File: src/rtl/field_op_sequencer.sv
// Microcode sequencer: walks a 16-entry program and issues one field-arithmetic
// command per entry, waiting for the matching completion pulse before moving on.
module field_op_sequencer #(
    parameter logic [3:0]  OP_MUL  = 4'h1,
    parameter logic [3:0]  OP_SQR  = 4'h2,
    parameter logic [3:0]  OP_RED  = 4'h3,
    parameter logic [3:0]  OP_SWAP = 4'h4,
    parameter logic [3:0]  OP_XOR  = 4'h5,
    parameter logic [11:0] TIMEOUT = 12'hFFF
) (
    input  logic        clk,
    input  logic        rst_n,
    input  logic        prog_we,
    input  logic [3:0]  prog_addr,
    input  logic [15:0] prog_data,
    input  logic        start,
    output logic        busy,
    output logic        done,
    output logic        error,
    output logic [3:0]  pc,
    output logic [3:0]  b_command,
    output logic [2:0]  start_addr,
    output logic [2:0]  write_addr,
    output logic [1:0]  numbr_of_chunk,
    output logic        select_Ram_C_Or_D,
    output logic        select_Ram_A_Or_B,
    input  logic        interupt_mul,
    input  logic        interupt_sqr,
    input  logic        interupt_red,
    input  logic        interupt_swap,
    input  logic        interupt_Xor
);
    typedef enum logic [2:0] {IDLE, FETCH, ISSUE, WAIT, GAP} state_t;

    typedef struct packed {
        logic       last;
        logic [2:0] op;
        logic [2:0] sa;
        logic [2:0] wa;
        logic [1:0] chunk;
        logic       sel_cd;
        logic       sel_ab;
    } instr_t;

    state_t      state, nxt;
    instr_t      mem [16];
    instr_t      ir;
    logic [11:0] cnt;
    logic [4:0]  op_sel, irq;
    logic [3:0]  cmd;
    logic        op_ok, hit, stray, fin, fault;
    logic [1:0]  unused_rsvd;

    assign unused_rsvd = prog_data[1:0];
    assign irq = {interupt_Xor, interupt_swap, interupt_red, interupt_sqr, interupt_mul};

    // One-hot of the interrupt the current op expects; zero for NOP/illegal.
    always_comb begin
        op_sel = 5'b0;
        cmd    = 4'h0;
        case (ir.op)
            3'd1: begin op_sel = 5'b00001; cmd = OP_MUL;  end
            3'd2: begin op_sel = 5'b00010; cmd = OP_SQR;  end
            3'd3: begin op_sel = 5'b00100; cmd = OP_RED;  end
            3'd4: begin op_sel = 5'b01000; cmd = OP_SWAP; end
            3'd5: begin op_sel = 5'b10000; cmd = OP_XOR;  end
            default: ;
        endcase
    end

    assign op_ok = |op_sel;
    assign hit   = |(irq & op_sel);
    assign stray = |(irq & ~op_sel);

    always_comb begin
        nxt               = state;
        fin               = 1'b0;
        fault             = 1'b0;
        b_command         = 4'h0;
        start_addr        = 3'd0;
        write_addr        = 3'd0;
        numbr_of_chunk    = 2'd0;
        select_Ram_C_Or_D = 1'b0;
        select_Ram_A_Or_B = 1'b0;
        if ((state == ISSUE || state == WAIT) && op_ok) begin
            b_command         = cmd;
            start_addr        = ir.sa;
            write_addr        = ir.wa;
            numbr_of_chunk    = ir.chunk;
            select_Ram_C_Or_D = ir.sel_cd;
            select_Ram_A_Or_B = ir.sel_ab;
        end
        case (state)
            IDLE:  if (start) nxt = FETCH;
            FETCH: nxt = ISSUE;
            ISSUE: begin
                if (ir.op == 3'd0) nxt = GAP;
                else if (op_ok)    nxt = WAIT;
                else begin fault = 1'b1; nxt = IDLE; end
            end
            // A stray pulse outranks the expected one; completion outranks timeout.
            WAIT: begin
                if (stray)                             begin fault = 1'b1; nxt = IDLE; end
                else if (hit)                          nxt = GAP;
                else if (cnt == TIMEOUT - 12'd1)       begin fault = 1'b1; nxt = IDLE; end
            end
            GAP: begin
                if (ir.last || pc == 4'd15) begin fin = 1'b1; nxt = IDLE; end
                else nxt = FETCH;
            end
            default: nxt = IDLE;
        endcase
    end

    always_ff @(posedge clk) begin
        if (!rst_n) begin
            state <= IDLE;
            pc    <= 4'd0;
            busy  <= 1'b0;
            done  <= 1'b0;
            error <= 1'b0;
            cnt   <= 12'd0;
            ir    <= '0;
        end else begin
            state <= nxt;
            done  <= fin;
            case (state)
                IDLE: if (start) begin
                    pc    <= 4'd0;
                    error <= 1'b0;
                    busy  <= 1'b1;
                end
                FETCH: ir <= mem[pc];
                ISSUE: cnt <= 12'd0;
                WAIT:  cnt <= cnt + 12'd1;
                GAP:   if (!fin) pc <= pc + 4'd1;
                default: ;
            endcase
            if (fault) error <= 1'b1;
            if (fault || fin) busy <= 1'b0;
        end
    end

    // Program store survives reset; it is only locked while a program runs.
    always_ff @(posedge clk) begin
        if (rst_n && prog_we && !busy) mem[prog_addr] <= prog_data[15:2];
    end
endmodule

File: config.mk
export PLATFORM = sky130hd
export DESIGN_NAME = field_op_sequencer
export DESIGN_NICKNAME = d
export VERILOG_FILES = /design/src/rtl/field_op_sequencer.sv
export SDC_FILE = /design/constraint.sdc
export NUM_CORES = 1
export LEC_CHECK = 0
export BUFFER_PORTS_ARGS = -buffer_cell sky130_fd_sc_hd__clkbuf_2
export CAP_MARGIN = 0
export CORE_MARGIN = 2
export CORE_UTILIZATION = 45
export CTS_CLUSTER_SIZE = 40
export DETAILED_ROUTE_END_ITERATION = 10
export HOLD_SLACK_MARGIN = 0.05
export PLACE_DENSITY = 0.71
export SYNTH_ARGS = -nofsm -noshare
export SYNTH_HDL_FRONTEND = slang
export SYNTH_SLANG_ARGS = --single-unit
File: constraint.sdc
create_clock -name clk -period 6 [get_ports clk]
set_input_delay 1.2 -clock clk [delete_from_list [all_inputs] [get_ports clk]]
set_output_delay 1.2 -clock clk [all_outputs]
set_load 0.01 [all_outputs]
Yosys cells after proc, flatten, opt, wreduce, memory -nomap -nowiden
Memory sizes are Yosys's and may differ from the RTL's. A register that Yosys moved wholly into a read port is not among the register bits.
Index checks and enable logic that the tools add are counted.

cells by class
  add/subtract/negate cells = 2
  equal/unequal tests = 14
  mux-type cells = 33
  bitwise logic cells = 4
  reductions and logical operators = 22

operators with widths
  kind                                                              number
  3-bit case mux with 5 select lines                                2
  5-bit case mux with 5 select lines                                1
  12-bit case mux with 2 select lines                               1
  3-bit 2-to-1 mux                                                  7
  1-bit 2-to-1 mux                                                  15
  5-bit OR reduction                                                3
  12-bit by 1-bit adder with 12-bit output (second input constant)  1
  12-bit == test (second input constant)                            1
  3-bit by 2-bit == test with 1-bit output (second input constant)  4
  4-bit 2-to-1 mux                                                  3
  5-bit AND                                                         2
  3-bit == test (second input constant)                             3
  4-bit case mux with 2 select lines                                1
  2-bit nonzero test                                                4
  3-bit by 1-bit == test with 1-bit output (second input constant)  2
  3-bit logical NOT                                                 2
  2-bit AND reduction                                               3
  5-bit NOT                                                         1
  4-bit by 1-bit adder with 4-bit output (second input constant)    1
  4-bit == test (second input constant)                             1
  2-bit 2-to-1 mux                                                  2
  2-bit != test (second input constant)                             2
  4-bit by 3-bit != test with 1-bit output (second input constant)  1
  1-bit logical AND                                                 3
  other kinds (6)                                                   9

storage, ports and cells
  bits in registers = 22
  RAM bits = 224
  output and inout bits = 21
  memories kept = 1

memories
  memory  words  bits a word  read ports  clocked after memory_dff  wr ports  line  text
  mem     16     14           1           1                         1         46    instr_t mem [16];

Logic depth before layout (Yosys ltp)
Gate-level depths: netlist (run 1).

  depth in word-level cells = 9
  depth in mapped cells = 7
  gate-level depth less buffers = 6

Least setup slack after synthesis (run 1)
OpenSTA, ideal clock, no wires.

  path kind = input-to-reg
  from = in rst_n
  to = mem mem[0][0] (netlist name), enable pin
  library setup time = 0.403 ns
  arrival = 2.810 ns
  data required time = 5.597 ns
  setup slack = 2.787 ns
  cell stages on the path = 4
  cell sequence = inv_1 -> nor4b_1 -> nand2b_1 -> nor3_1

on the way
  word-level cells in the longest chain between the ends = 4

ends and longest elaborated chain
  item                                    line  text
  from (decl)                             12    input logic rst_n,
  1-bit logical AND (2 in a row)          146   if (rst_n && prog_we && !busy) mem[prog_addr] <= prog_data[15:2];
  1-bit 2-to-1 mux                        146
  1-bit 2-to-1 mux (implied by the code)  146
  to (decl)                               46

Every way passes these cells.

Worst setup path in the final report (run 1)
  from = reg state[1]
  to = out start_addr[1]

on the way
  word-level cells in the longest chain between the ends = 4
  elaborated cells on any way between the ends = 5

ends and longest elaborated chain
  item                                      line  text
  from (decl)                               45    state_t state, nxt;
  from (signal assigned)                    125   state <= nxt;
  3-bit by 2-bit == test with 1-bit output  85    if ((state == ISSUE || state == WAIT) && op_ok) begin
  1-bit logical OR *                        85
  1-bit logical AND *                       85
  3-bit 2-to-1 mux *                        85
  to (decl)                                 22    output logic [2:0] start_addr,

Mark *: on every way between the ends. The rest lies on a longest branch, timed or not.

==> results, run 1 <==
- The run finished with clean final reports.
- Entering global routing, the biggest net connects 46 pins.
- For the worst setup path, the data required time is 4.80 ns.
- Clock latency on the worst-skew pair, taken at its later pin, is 0.53 ns.
- The H-tree level count is 1.
- The number of flops mapped to enable cells by yosys is roughly 220.
- The synthesized netlist net count is between 600 and 700.
- The highest net fanout along the worst path is 10.
- In the final layout, the share of cells above drive strength 1 is 25.04%.
- The synthesized design contains 260 register bits.
- Data arrives at the worst endpoint at 2.64 ns.
- Across all layers, the routed design uses 5619 vias.
- The launching instance or port of the critical path is state[1].
- The number of slew-limit violations in the final report was 0.
- The final hold violation count is 0.
- The placed wire-length estimate is 13.06 mm.
- The detailed router finished its first iteration with 416 violations.
- The most instantiated flip-flop cell in the synthesis netlist is sky130_fd_sc_hd__edfxtp_1.
- The worst register-to-register path ends at ir[10].
- The total negative slack is 0 ns.
- The area fraction in and, or, nand and nor cells after synthesis is 6.655%.
- The clock transition at the registers of the reported paths is 0.06 ns.
- The transition at the pin with the smallest max-transition slack is between 1 and 1.5 ns.
- In the post-synthesis netlist, the biggest area contributors are sky130_fd_sc_hd__edfxtp_1 (64%), sky130_fd_sc_hd__mux4_2 (11%), sky130_fd_sc_hd__dfxtp_1 (6.9%), sky130_fd_sc_hd__mux2i_1 (3.2%), sky130_fd_sc_hd__nor2_1 (1.7%).
- The worst setup path is launched from a flop.
- The cell at the slowest stage of the critical path is sky130_fd_sc_hd__nor2b_1.
- Clock tree synthesis selected as its root buffer the cell sky130_fd_sc_hd__clkbuf_16.
- Counting cells, the worst reg-to-reg path comes to 5.
- The final antenna diode count is 0.
- The layout-stage area growth over the synthesis result is 13.54%.
- The standard cell area after detailed placement is approximately 11000 um2.
- The count of cells along the worst hold path is 2.
- The overall overflow remaining after global route is 0.
- The library cell occupying the most area in the post-synthesis netlist is sky130_fd_sc_hd__edfxtp_1.
- The combined global-route utilization of all metal layers is 17.91%.
- The register area share after synthesis is 71.24%.
- The number of buffers inserted by post-CTS setup repair is 0.
- The critical path is of the flop to output port type.
- After detailed routing, the number of vias per cell comes to 5.781.
- Counting distinct cell types in the post-synthesis netlist gives 60.
- The worst hold path begins at ir[8].
- After detailed routing, the total wire length is 21.48 mm.
- The combinational family with the most area after synthesis is multiplexers.
- Setup violations remaining at the end of the flow were counted as 0.
- The number of top-level pins is 50.
- The synthesized netlist cell count is between 600 and 700.
- The final layout net count is between 600 and 700.
- No sink is reached through more buffers than the 3 on the longest clock path.
- The initial cell density of the core is 46.03%.
- IR analysis of the VDD net gives a maximum drop of around 0.00025 V.
- The signal on the critical path passes through nor2b_1, nand2_1, nor2_1, buf_4, and2_1, clkbuf_2.
- The netlist area before placement is 10450 um2.
- The width of the chip is 156.4 um.
- Measured along the y axis, the die boundary spans between 150 and 200 um.
- The number of cells upsized or downsized after cts is 0.
- The worst-case headroom to the max-slew limit is 26.62%.
- For this design, the CTS-stage hold fixing added 0 buffers.
- The most repeated cell in the gate-level netlist after synthesis is sky130_fd_sc_hd__edfxtp_1.
- The floorplan has 55 rows.
- During placement, the flow inserted port buffers numbering 46.
- The number of global-route vias before repair is roughly 5.7k.
- The detailed-route DRC error count is 0.
- On the worst path, the slowest cell contributes a delay of ~0.53 ns.
- The die covers ~24000 um2.
- Dividing the detail-routed wire length by the instance count gives approximately 22 um.
- The async set-or-reset flop fraction in the synthesized netlist is 0%.
- A synthesized cell averages 17.22 um2.
- The number of clock buffers inserted by TritonCTS is 27.
- CTS saw 260 sinks.
- The end point of the most critical hold path is ir[8].
- For the final database, setup skew stands at between 0.01 and 0.015 ns.
- The post-route cell area is 11870 um2.
- The number of antenna violations at the first check in global routing is 0.
- Summing the areas of all fa, ha and maj instances in the mapped netlist gives 0.3591% of the synthesized area.
- The congestion estimate from routability-driven global placement came to 0.7862.
- Timing would allow up to about 260 MHz.
- Once detail routing completed, the nets flagged for antenna violations numbered 0.
- For this run, the number of Yosys warnings is 0.
- The portion of synthesized area spent on multiplexers is 14.36%.
- The first global-routing pass estimated about 33 mm of wire.
- The clock tree from TritonCTS is done.
- The length of the first detailed-routing pass in iterations is 5.
- The areal power density over the cells is around 310 nW/um2.
- The core region area is 22710 um2.
- The area share of the leading cell type in the synthesized netlist is 64.34%.
- The final critical path takes up 64.06% of the cycle.
- The capturing element type of the critical path is an output port.
- Across all register-to-register paths, the minimum setup slack is roughly 3.1 ns.
- The xor/xnor share of the synthesized area is 0.2513%.
- The origin of the critical flop-to-flop path is state[0].
- The worst hold path belongs to the class flop to flop.
- Max-cap violations in this run came to 0.
- Summed over all cells, the static leakage comes to 3.763 nW.
- Setup repair after global routing left no endpoint under its margin.
- Counting I/O delays and the setup requirement, the final critical path takes 3.844 ns.
- Counting instances in the post-synthesis netlist gives the leading cell types as sky130_fd_sc_hd__edfxtp_1 (224), sky130_fd_sc_hd__mux4_2 (51), sky130_fd_sc_hd__nor2_1 (47).
- The area fraction in compound gates after synthesis is 4.919%.
==> cell type report <==
type | count | area (um2)
Inverter | 7 | 26.28
Tap cell | 285 | 356.6
Clock inverter | 9 | 66.31
Sequential cell | 260 | 7453
Multi-Input combinational cell | 305 | 2801
Timing Repair Buffer | 66 | 380.4
Clock buffer | 40 | 784.5
Fill cell | 1843 | 10840
==> per-stage QoR <==
stage               util (%)  power [mW]  std cells  hold WS, ns  setup WS (ns)
floorplan                  -       2.084        607       0.4284          2.787
global placement       48.52       2.126        923       0.4489          2.741
detailed placement     48.52       2.133        923       0.4603          2.649
CTS                    52.26       3.699        972       0.4783          2.175
global route           52.26       3.779        972       0.5171          1.977
finish                 52.26       3.675        972       0.4786          2.156
==> routing by layer <==
metal | GRT usage [%] | part of all wire (%) | vias up
li1 | - | - | 2530
met1 | 22.60 | 41 | 2874
met2 | 31.84 | 52 | 168
met3 | 2.880 | 4.8 | 47
met4 | 5.548 | 2.9 | 0
met5 | 0 | 0 | -
==> how the worst max path moves through the flow <==
stage / end / slack, ns / cells after the start
5_1_grt: start_addr[1] / 1.98 / 6
6_report: start_addr[1] / 2.16 / 6
3_5_place_dp: mem[9][10] / 2.65 / 4
3_3_place_gp: start_addr[1] / 2.74 / 6
2_1_floorplan: mem[0][0] / 2.79 / 4
4_1_cts: start_addr[1] / 2.18 / 6
==> critical path, delay by kind of cell, from the launching register on <==
kind | cells | cell delay [ns]
AND/OR/NAND/NOR | 4 | 1.23
flip-flops | 1 | 0.47
buffers and inverters | 2 | 0.42
==> flip-flops by register name (all words and copies together) (netlist names) <==
signal,flops
mem,224
ir,14
cnt,12
pc,4
state,3
busy,1
done,1
error,1
==> kinds of logic (layout without fill, tap and decap cells) <==
family,Yosys count,in the layout
DFF,260,260
and+or+nand+nor,134,134
muxes,86,86
AOI/OAI and AO/OA,78,78
buffers and inverters,42,122
adders and majority gates,3,3
xor gates and xnor gates,3,3
other,1,1
==> cell usage in the layout, fill, tap and decap left out, types with 7 or more instances in the layout <==
master                      instances
sky130_fd_sc_hd__inv_1              7
sky130_fd_sc_hd__nand2_1           20
sky130_fd_sc_hd__buf_4             20
sky130_fd_sc_hd__mux2i_1           33
sky130_fd_sc_hd__mux4_2            51
sky130_fd_sc_hd__clkbuf_16         27
sky130_fd_sc_hd__a21oi_1           25
sky130_fd_sc_hd__o21ai_0           22
sky130_fd_sc_hd__clkbuf_1           7
sky130_fd_sc_hd__clkbuf_2          46
sky130_fd_sc_hd__nor2b_1            9
sky130_fd_sc_hd__nand4_1            7
sky130_fd_sc_hd__nor3_1             7
sky130_fd_sc_hd__and2_1            14
sky130_fd_sc_hd__edfxtp_1         224
sky130_fd_sc_hd__dfxtp_1           33
sky130_fd_sc_hd__nor2_1            46
==> power by group <==
group,switching (mW),internal (mW)
Combinational,0.0687,0.0321
Sequential,0.0148,1.98
Clock,0.641,0.940
Total,0.724,2.95
Power figures use the tool's default switching activity.
==> run 2, diff against run 1 <==
Clock period 6 ns to 3.77 ns, I/O delays scaled along.
==> results, run 2 (synthesis results as in run 1) <==
- The first-pass GRT wire length is 33.56 mm (was 32.84 mm).
- The leakage dissipation is 3.814 nW (was 3.763 nW).
- The layout cell share with drive strength beyond 1 is 26.07% (was 25.04%).
- The number of I/O port buffers is 46 (unchanged).
- The clock tree from TritonCTS was done (unchanged).
- The worst-case headroom to the max-slew limit is 34.29% (was 26.62%).
- The per-cell via count in the routed design is 5.832 (was 5.781).
- The standard cell area after detailed placement is 11110 um2 (was 11020 um2).
- The hold path startpoint is ir[0] (was ir[8]).
- The width of the chip is 156.4 um (unchanged).
- The class of the worst hold path is flop to flop (unchanged).
- The transition at the pin with the smallest max-transition slack is 0.9857 ns (was 1.097 ns).
- The register with the highest flop count is mem (unchanged).
- Setup repair after global routing missed its margin: false (unchanged).
- The final weighted congestion in routability-driven placement is 0.8023 (was 0.7862).
- Leading cell types in the layout, fill and taps excluded: sky130_fd_sc_hd__edfxtp_1 (224), sky130_fd_sc_hd__mux4_2 (51), sky130_fd_sc_hd__nor2_1 (47), sky130_fd_sc_hd__clkbuf_2 (46) (was sky130_fd_sc_hd__edfxtp_1 (224), sky130_fd_sc_hd__mux4_2 (51), sky130_fd_sc_hd__nor2_1 (46), sky130_fd_sc_hd__clkbuf_2 (46)).
- The post-route non-filler standard cell count was 983 (was 972).
- The H-tree level count was 1 (unchanged).
- The number of slew-limit violations in the final report is 0 (unchanged).
- The number of flip-flops in the largest register is 224 (unchanged).
- The aggregate routed wire length is 21.87 mm (was 21.48 mm).
- The clock transition at the registers of the reported paths was 0.06 ns (about the same).
- The DRC marker count from the first detailed-route iteration is 480 (was 416).
- The count of final setup violators came to 0 (unchanged).
- The highest net fanout along the worst path is 12 (was 10).
- The average routed wire per standard cell is 22.25 um (was 22.10 um).
- The area taken by multi-input logic gates is 2799 um2 (was 2801 um2).
- The areal power density over the cells is 488.2 nW/um2 (was 309.7 nW/um2).
- Outcome: completed (unchanged).
- The number of clock buffers inserted by TritonCTS came to 26 (was 27).
- The most frequent standard cell in the layout excluding fill and tap cells was sky130_fd_sc_hd__edfxtp_1 (unchanged).
- The post-route cell area is 11950 um2 (was 11870 um2).
- The final layout net count is 710 (was 699).
- The number of antenna violations at the first check in global routing is 1 (was 0).
- The overall overflow remaining after global route came to 0 (unchanged).
- The origin of the critical flop-to-flop path was state[0] (unchanged).
- The buffer depth of the longest clock path is 3 (unchanged).
- The number of top-level pins is 50 (unchanged).
- The placed wire-length estimate is 13.61 mm (was 13.06 mm).
- The flip-flop and latch area is 7453 um2 (unchanged).
- The count of filler cells inserted in the layout was 1847 (was 1843).
- The total negative slack is 0 ns (unchanged).
- The detailed-route DRC error count was 0 (unchanged).
- The post-place setup slack is 0.9527 ns (was 2.649 ns).
- The combined global-route utilization of all metal layers was 18.36% (was 17.91%).
- The vertical die dimension is 156.4 um (unchanged).
- The layout-stage area growth over the synthesis result is 14.27% (was 13.54%).
- The number of cells upsized or downsized after cts is 0 (unchanged).
- The cell count after placement is 935 (was 923).
- The number of nets with antenna violations after routing is 0 (unchanged).
- The kind of critical path is flop to output port (unchanged).
- The die area came to 24470 um2 (unchanged).
- The data arrival time of the worst path was 2.39 ns (was 2.64 ns).
- The capturing element type of the critical path is an output port (unchanged).
- The critical path launch point type is a flop (unchanged).
- The maximum vdd ir drop is 0.0003315 V (was 0.0002527 V).
- The required time of the critical path is 3.02 ns (was 4.80 ns).
- Based on the critical path, the design can be clocked at up to 318.2 MHz.
- The final hold violation count is 0 (unchanged).
- Dividing the final minimum period by the clock period gives roughly 83%.
- The final critical-path required period is between 3 and 4 ns.
- The setup slack after layout is 0.6275 ns (was 2.156 ns).
- The core region area is 22710 um2 (unchanged).
- The placement row count is 55 (unchanged).
- The number of buffers inserted by post-CTS setup repair is 0 (unchanged).
- The worst-skew pair later-pin latency is 0.52 ns (was 0.53 ns).
- The clock sink total is 260 (unchanged).
- Registers with the highest flip-flop counts: mem x224, ir x14, cnt x12 (unchanged).
- The final worst clock skew came to 0.007046 ns (was 0.01142 ns).
- The length of the first detailed-routing pass in iterations is 5 (unchanged).
- The number of maximum-capacitance violations is 0 (unchanged).
- The hold buffer count at CTS came to 0 (unchanged).
- The initial cell density of the core is 46.03% (unchanged).
- The buffer cell driving the clock tree root is sky130_fd_sc_hd__clkbuf_16 (unchanged).
- The launching instance or port of the critical path is state[1] (unchanged).
- The total via count in the routed design is 5733 (was 5619).
- The number of global-route vias before repair is 5851 (was 5741).
- The final antenna diode count is 0 (unchanged).
- The largest net degree at the start of global routing is 57 (was 46).
- The total power of the final layout is 5.832 mW (was 3.675 mW).
==> run 2: path summary, 6_finish.rpt <==
kind                            slack [ns]  cells after the start                end
worst max-delay path                  0.63                      6  select_Ram_A_Or_B
worst min-delay path                  0.48                      2              ir[0]
worst max register to register        1.11                      6             ir[10]
worst min register to register        0.48                      2              ir[0]
==> run 2: metrics by stage <==
stage	hold WS (ns)	util, %
floorplan	0.4284	-
global placement	0.4521	48.90
detailed placement	0.4611	48.90
CTS	0.4773	52.60
global route	0.5139	52.60
finish	0.4815	52.60
==> run 2: where the power goes <==
part / total [mW] / switching [mW] / internal (mW)
logic: 0.164 / 0.110 / 0.0540
clock network: 2.49 / 1.02 / 1.48
registers: 3.17 / 0.0261 / 3.15
total: 5.83 / 1.15 / 4.68
==> run 2: layer usage <==
| layer | share of wire (%) | up-vias | routed length (um) | track usage [%] |
|---|---|---|---|---|
| met2 | 49 | 174 | 10830 | 31.36 |
| met1 | 42 | 2956 | 9080 | 23.96 |
| li1 | - | 2552 | - | - |
| met3 | 5.8 | 49 | 1271 | 3.489 |
| met4 | 3.1 | 2 | 676 | 5.723 |
| met5 | 0.073 | - | 16 | 0 |
==> run 2: area by class of cell <==
cell class              instances  share of cell area [%]
clock inverters                 8                  0.5447
repair buffers                 78                   3.938
well taps                     285                   2.985
inverters                       7                  0.2200
flip-flops and latches        260                   62.40
clock buffers                  40                   6.484
multi-input cells             305                   23.43
==> run 2: critical path, stage by stage (launching register included) <==
cell	delay [ns]
sky130_fd_sc_hd__dfxtp_1	0.48
sky130_fd_sc_hd__nor2b_1	0.54
sky130_fd_sc_hd__nand2_1	0.10
sky130_fd_sc_hd__nor2_1	0.13
sky130_fd_sc_hd__buf_4	0.24
sky130_fd_sc_hd__and2_1	0.22
sky130_fd_sc_hd__clkbuf_2	0.15
==> run 3, diff against run 2 <==
Settings changed: ABC_AREA from default to 1, PLACE_DENSITY 0.71 to 0.74.
Clock period 3.77 ns to 2.7 ns, I/O delays scaled along.
==> results, run 3 <==
- The count of distinct cell types in the synthesized netlist is 35 (was 60).
- The buffer cell driving the clock tree root is sky130_fd_sc_hd__clkbuf_16 (unchanged).
- The most frequent standard cell in the layout excluding fill and tap cells was sky130_fd_sc_hd__edfxtp_1 (unchanged).
- The clock tree from TritonCTS is done (unchanged).
- The final hold violation count is 0 (unchanged).
- The DRC marker count from the first detailed-route iteration is 663 (was 480).
- The synthesized netlist net count is 993 (was 639).
- The global routing usage on met1 came to 23.84% (was 23.96%).
- The worst-case headroom to the max-slew limit is 44.10% (was 34.29%).
- The placement row count came to 56 (was 55).
- The number of clock buffers inserted by TritonCTS is 26 (unchanged).
- The busiest layer in global routing is met2 (unchanged).
- The number of antenna violations at the first check in global routing came to 1 (unchanged).
- The placed wire-length estimate is 14.81 mm (was 13.61 mm).
- The die area is 25330 um2 (was 24470 um2).
- The synthesized netlist cell count is 961 (was 607).
- The netlist area before placement came to 10830 um2 (was 10450 um2).
- The detailed-route DRC error count is 0 (unchanged).
- The initial cell density of the core is 46.01% (was 46.03%).
- The average routed wire per standard cell came to 17.63 um (was 22.25 um).
- The total negative slack is 0 ns (unchanged).
- Post-synth top cells: sky130_fd_sc_hd__edfxtp_1 (224), sky130_fd_sc_hd__nor2_1 (221), sky130_fd_sc_hd__o21ai_0 (122) (was sky130_fd_sc_hd__edfxtp_1 (224), sky130_fd_sc_hd__mux4_2 (51), sky130_fd_sc_hd__nor2_1 (47)).
- The highest net fanout along the worst path came to 9 (was 12).
- The transition at the pin with the smallest max-transition slack is 0.8377 ns (was 0.9857 ns).
- The number of slew-limit violations in the final report is 0 (unchanged).
- The number of top-level pins is 50 (unchanged).
- The most instantiated flip-flop cell in the synthesis netlist is sky130_fd_sc_hd__edfxtp_1 (unchanged).
- The length of the first detailed-routing pass in iterations is 5 (unchanged).
- The hold buffer count at CTS is 0 (unchanged).
- The largest net degree at the start of global routing came to 115 (was 57).
- The synthesized flop and latch total is 260 (unchanged).
- The final weighted congestion in routability-driven placement is 0.8397 (was 0.8023).
- The register area share after synthesis came to 68.75% (was 71.24%).
- The aggregate routed wire length is 23.89 mm (was 21.87 mm).
- The per-cell via count in the routed design came to 5.407 (was 5.832).
- The maximum vdd ir drop is 0.0004290 V (was 0.0003315 V).
- The number of flip-flops in the largest register is 224 (unchanged).
- The class of the worst hold path was primary input to flop (was flop to flop).
- The data arrival time of the worst path is 1.94 ns (was 2.39 ns).
- The critical path launch point type is a flop (unchanged).
- The area share of the leading cell type in the synthesized netlist is 62.10% (was 64.34%).
- The number of global-route vias before repair is 7168 (was 5851).
- The width of the chip came to 159.1 um (was 156.4 um).
- The register with the highest flop count is mem (unchanged).
- Setup repair after global routing missed its margin: false (unchanged).
- The utilization after layout is 52.01% (was 52.60%).
- The final layout net count is 1050 (was 710).
- The vertical die dimension is 159.1 um (was 156.4 um).
- The total via count in the routed design is 7327 (was 5733).
- The number of cells upsized or downsized after cts came to 0 (unchanged).
- The count of final setup violators is 0 (unchanged).
- Registers with the highest flip-flop counts: mem x224, ir x14, cnt x12 (unchanged).
- The layout-stage area growth over the synthesis result is 13.04% (was 14.27%).
- The core region area was 23540 um2 (was 22710 um2).
- The kind of critical path is flop to output port (unchanged).
- Leading cell types in the layout, fill and taps excluded: sky130_fd_sc_hd__edfxtp_1 (224), sky130_fd_sc_hd__nor2_1 (221), sky130_fd_sc_hd__o21ai_0 (122), sky130_fd_sc_hd__nand2_1 (63), sky130_fd_sc_hd__nand3_1 (61) (was sky130_fd_sc_hd__edfxtp_1 (224), sky130_fd_sc_hd__mux4_2 (51), sky130_fd_sc_hd__nor2_1 (47), sky130_fd_sc_hd__clkbuf_2 (46)).
- The number of nets with antenna violations after routing is 0 (unchanged).
- The number of buffers inserted by post-CTS setup repair came to 0 (unchanged).
- The combined global-route utilization of all metal layers is 18.93% (was 18.36%).
- The final cycle utilization of the critical path is 91.83%.
- The layout cell share with drive strength beyond 1 was 12.75% (was 26.07%).
- The async set-or-reset flop fraction in the synthesized netlist came to 0% (unchanged).
- The library cell occupying the most area in the post-synthesis netlist is sky130_fd_sc_hd__edfxtp_1 (unchanged).
- The H-tree level count is 1 (unchanged).
- The average instance area after synthesis is 11.27 um2 (was 17.22 um2).
- The buffer depth of the longest clock path came to 3 (unchanged).
- The number of I/O port buffers is 46 (unchanged).
- The capturing element type of the critical path was an output port (unchanged).
- The most repeated cell in the gate-level netlist after synthesis is sky130_fd_sc_hd__edfxtp_1 (unchanged).
- The required time of the critical path is 2.16 ns (was 3.02 ns).
- The final worst clock skew is 0.01121 ns (was 0.007046 ns).
- The first-pass GRT wire length is 38.21 mm (was 33.56 mm).
- Outcome: completed (unchanged).
- The leakage dissipation came to 4.217 nW (was 3.814 nW).
- The overall overflow remaining after global route is 0 (unchanged).
- Top area cells in the synthesized netlist: sky130_fd_sc_hd__edfxtp_1 (62%), sky130_fd_sc_hd__nor2_1 (7.7%), sky130_fd_sc_hd__dfxtp_1 (6.7%), sky130_fd_sc_hd__o21ai_0 (5.6%), sky130_fd_sc_hd__o211ai_1 (4.0%) (was sky130_fd_sc_hd__edfxtp_1 (64%), sky130_fd_sc_hd__mux4_2 (11%), sky130_fd_sc_hd__dfxtp_1 (6.9%), sky130_fd_sc_hd__mux2i_1 (3.2%), sky130_fd_sc_hd__nor2_1 (1.7%)).
- The number of maximum-capacitance violations was 0 (unchanged).
- The fraction of met3 tracks used by global routing is 3.022% (was 3.489%).
- The count of filler cells inserted in the layout is 2024 (was 1847).
- Derived from the worst setup path, the maximum achievable clock frequency is 403.3 MHz.
- The routing usage on met2 is 33.00% (was 31.36%).
- The clock transition at the registers of the reported paths is 0.06 ns (about the same).
- The final critical-path required period is 2.479 ns.
- The number of flops mapped to enable cells by yosys is 224 (unchanged).
- The clock sink total is 260 (unchanged).
- The number of warnings printed during yosys synthesis is 0 (unchanged).
- The worst-skew pair later-pin latency came to 0.53 ns (was 0.52 ns).
- The areal power density over the cells is 711.4 nW/um2 (was 488.2 nW/um2).
## run 3: cell count changes after synthesis, moves of 48 or more
cell and change:
sky130_fd_sc_hd__nand3_1 +58, sky130_fd_sc_hd__mux4_2 -51, sky130_fd_sc_hd__o211ai_1 +56, sky130_fd_sc_hd__inv_1 +48
sky130_fd_sc_hd__o21ai_0 +100, sky130_fd_sc_hd__nor2_1 +174
## run 3: final cells by class
type	instances	area (um2)	share of cell area (%)
Sequential cell	260	7455	60.88
Clock inverter	11	51.30	0.4190
Inverter	60	232.7	1.901
Multi-Input combinational cell	587	2814	22.98
Tap cell	319	399.1	3.260
Clock buffer	34	732.0	5.978
Antenna cell	1	2.502	0.02044
Timing Repair Buffer	83	558.0	4.558
## run 3: path summary, 6_finish.rpt
kind / from / end / slack (ns) / depth (start not counted)
worst max-delay path: state[1] / b_command[0] / 0.22 / 5
worst min-delay path: rst_n / state[0] / 0.36 / 3
worst max register to register: pc[0] / pc[3] / 0.75 / 10
worst min register to register: cnt[11] / cnt[11] / 0.48 / 2
## run 3: through the flow
stage | hold slack [ns] | total power [mW] | worst slack (ns) | cells | cell area, um2
finish | 0.3607 | 8.711 | 0.2207 | 1355 | 12240
global route | 0.3771 | 9.025 | 0.02639 | 1354 | 12240
CTS | 0.3528 | 8.752 | 0.2350 | 1354 | 12240
detailed placement | 0.4765 | 5.499 | 0.4496 | 1309 | 11460
global placement | 0.4706 | 5.479 | 0.4665 | 1309 | 11460
floorplan | 0.4547 | 5.204 | 0.6093 | 961 | 10830
## run 3: critical path, stage by stage, from the launching register on
cell and delay, ns:
sky130_fd_sc_hd__dfxtp_1 0.45, sky130_fd_sc_hd__inv_1 0.07, sky130_fd_sc_hd__nor2_1 0.16, sky130_fd_sc_hd__clkinv_1 0.30
sky130_fd_sc_hd__a211oi_1 0.26, sky130_fd_sc_hd__clkbuf_2 0.17
## run 3: cell families after synthesis
family / after synthesis / share of synthesized area (%)
simple gates: 364 / 13.93
other cells: 1 / 0.03462
compound gates: 219 / 11.67
buf+inv: 114 / 5.268
fa+ha+maj: 3 / 0.3466
flops: 260 / 68.75
## run 3: metal layers
layer | wire [um] | vias to the layer above
li1 | - | 3516
met1 | 9483 | 3527
met2 | 12210 | 239
met3 | 1496 | 45
met4 | 697 | 0
met5 | 0 | -
## run 3: report_power, final
group          total, mW  internal, mW  leakage, nW  switching (mW)
sequential          4.52          4.45         2.31          0.0745
combinational      0.900         0.289         1.52           0.611
clock               3.29          1.89        0.388            1.40
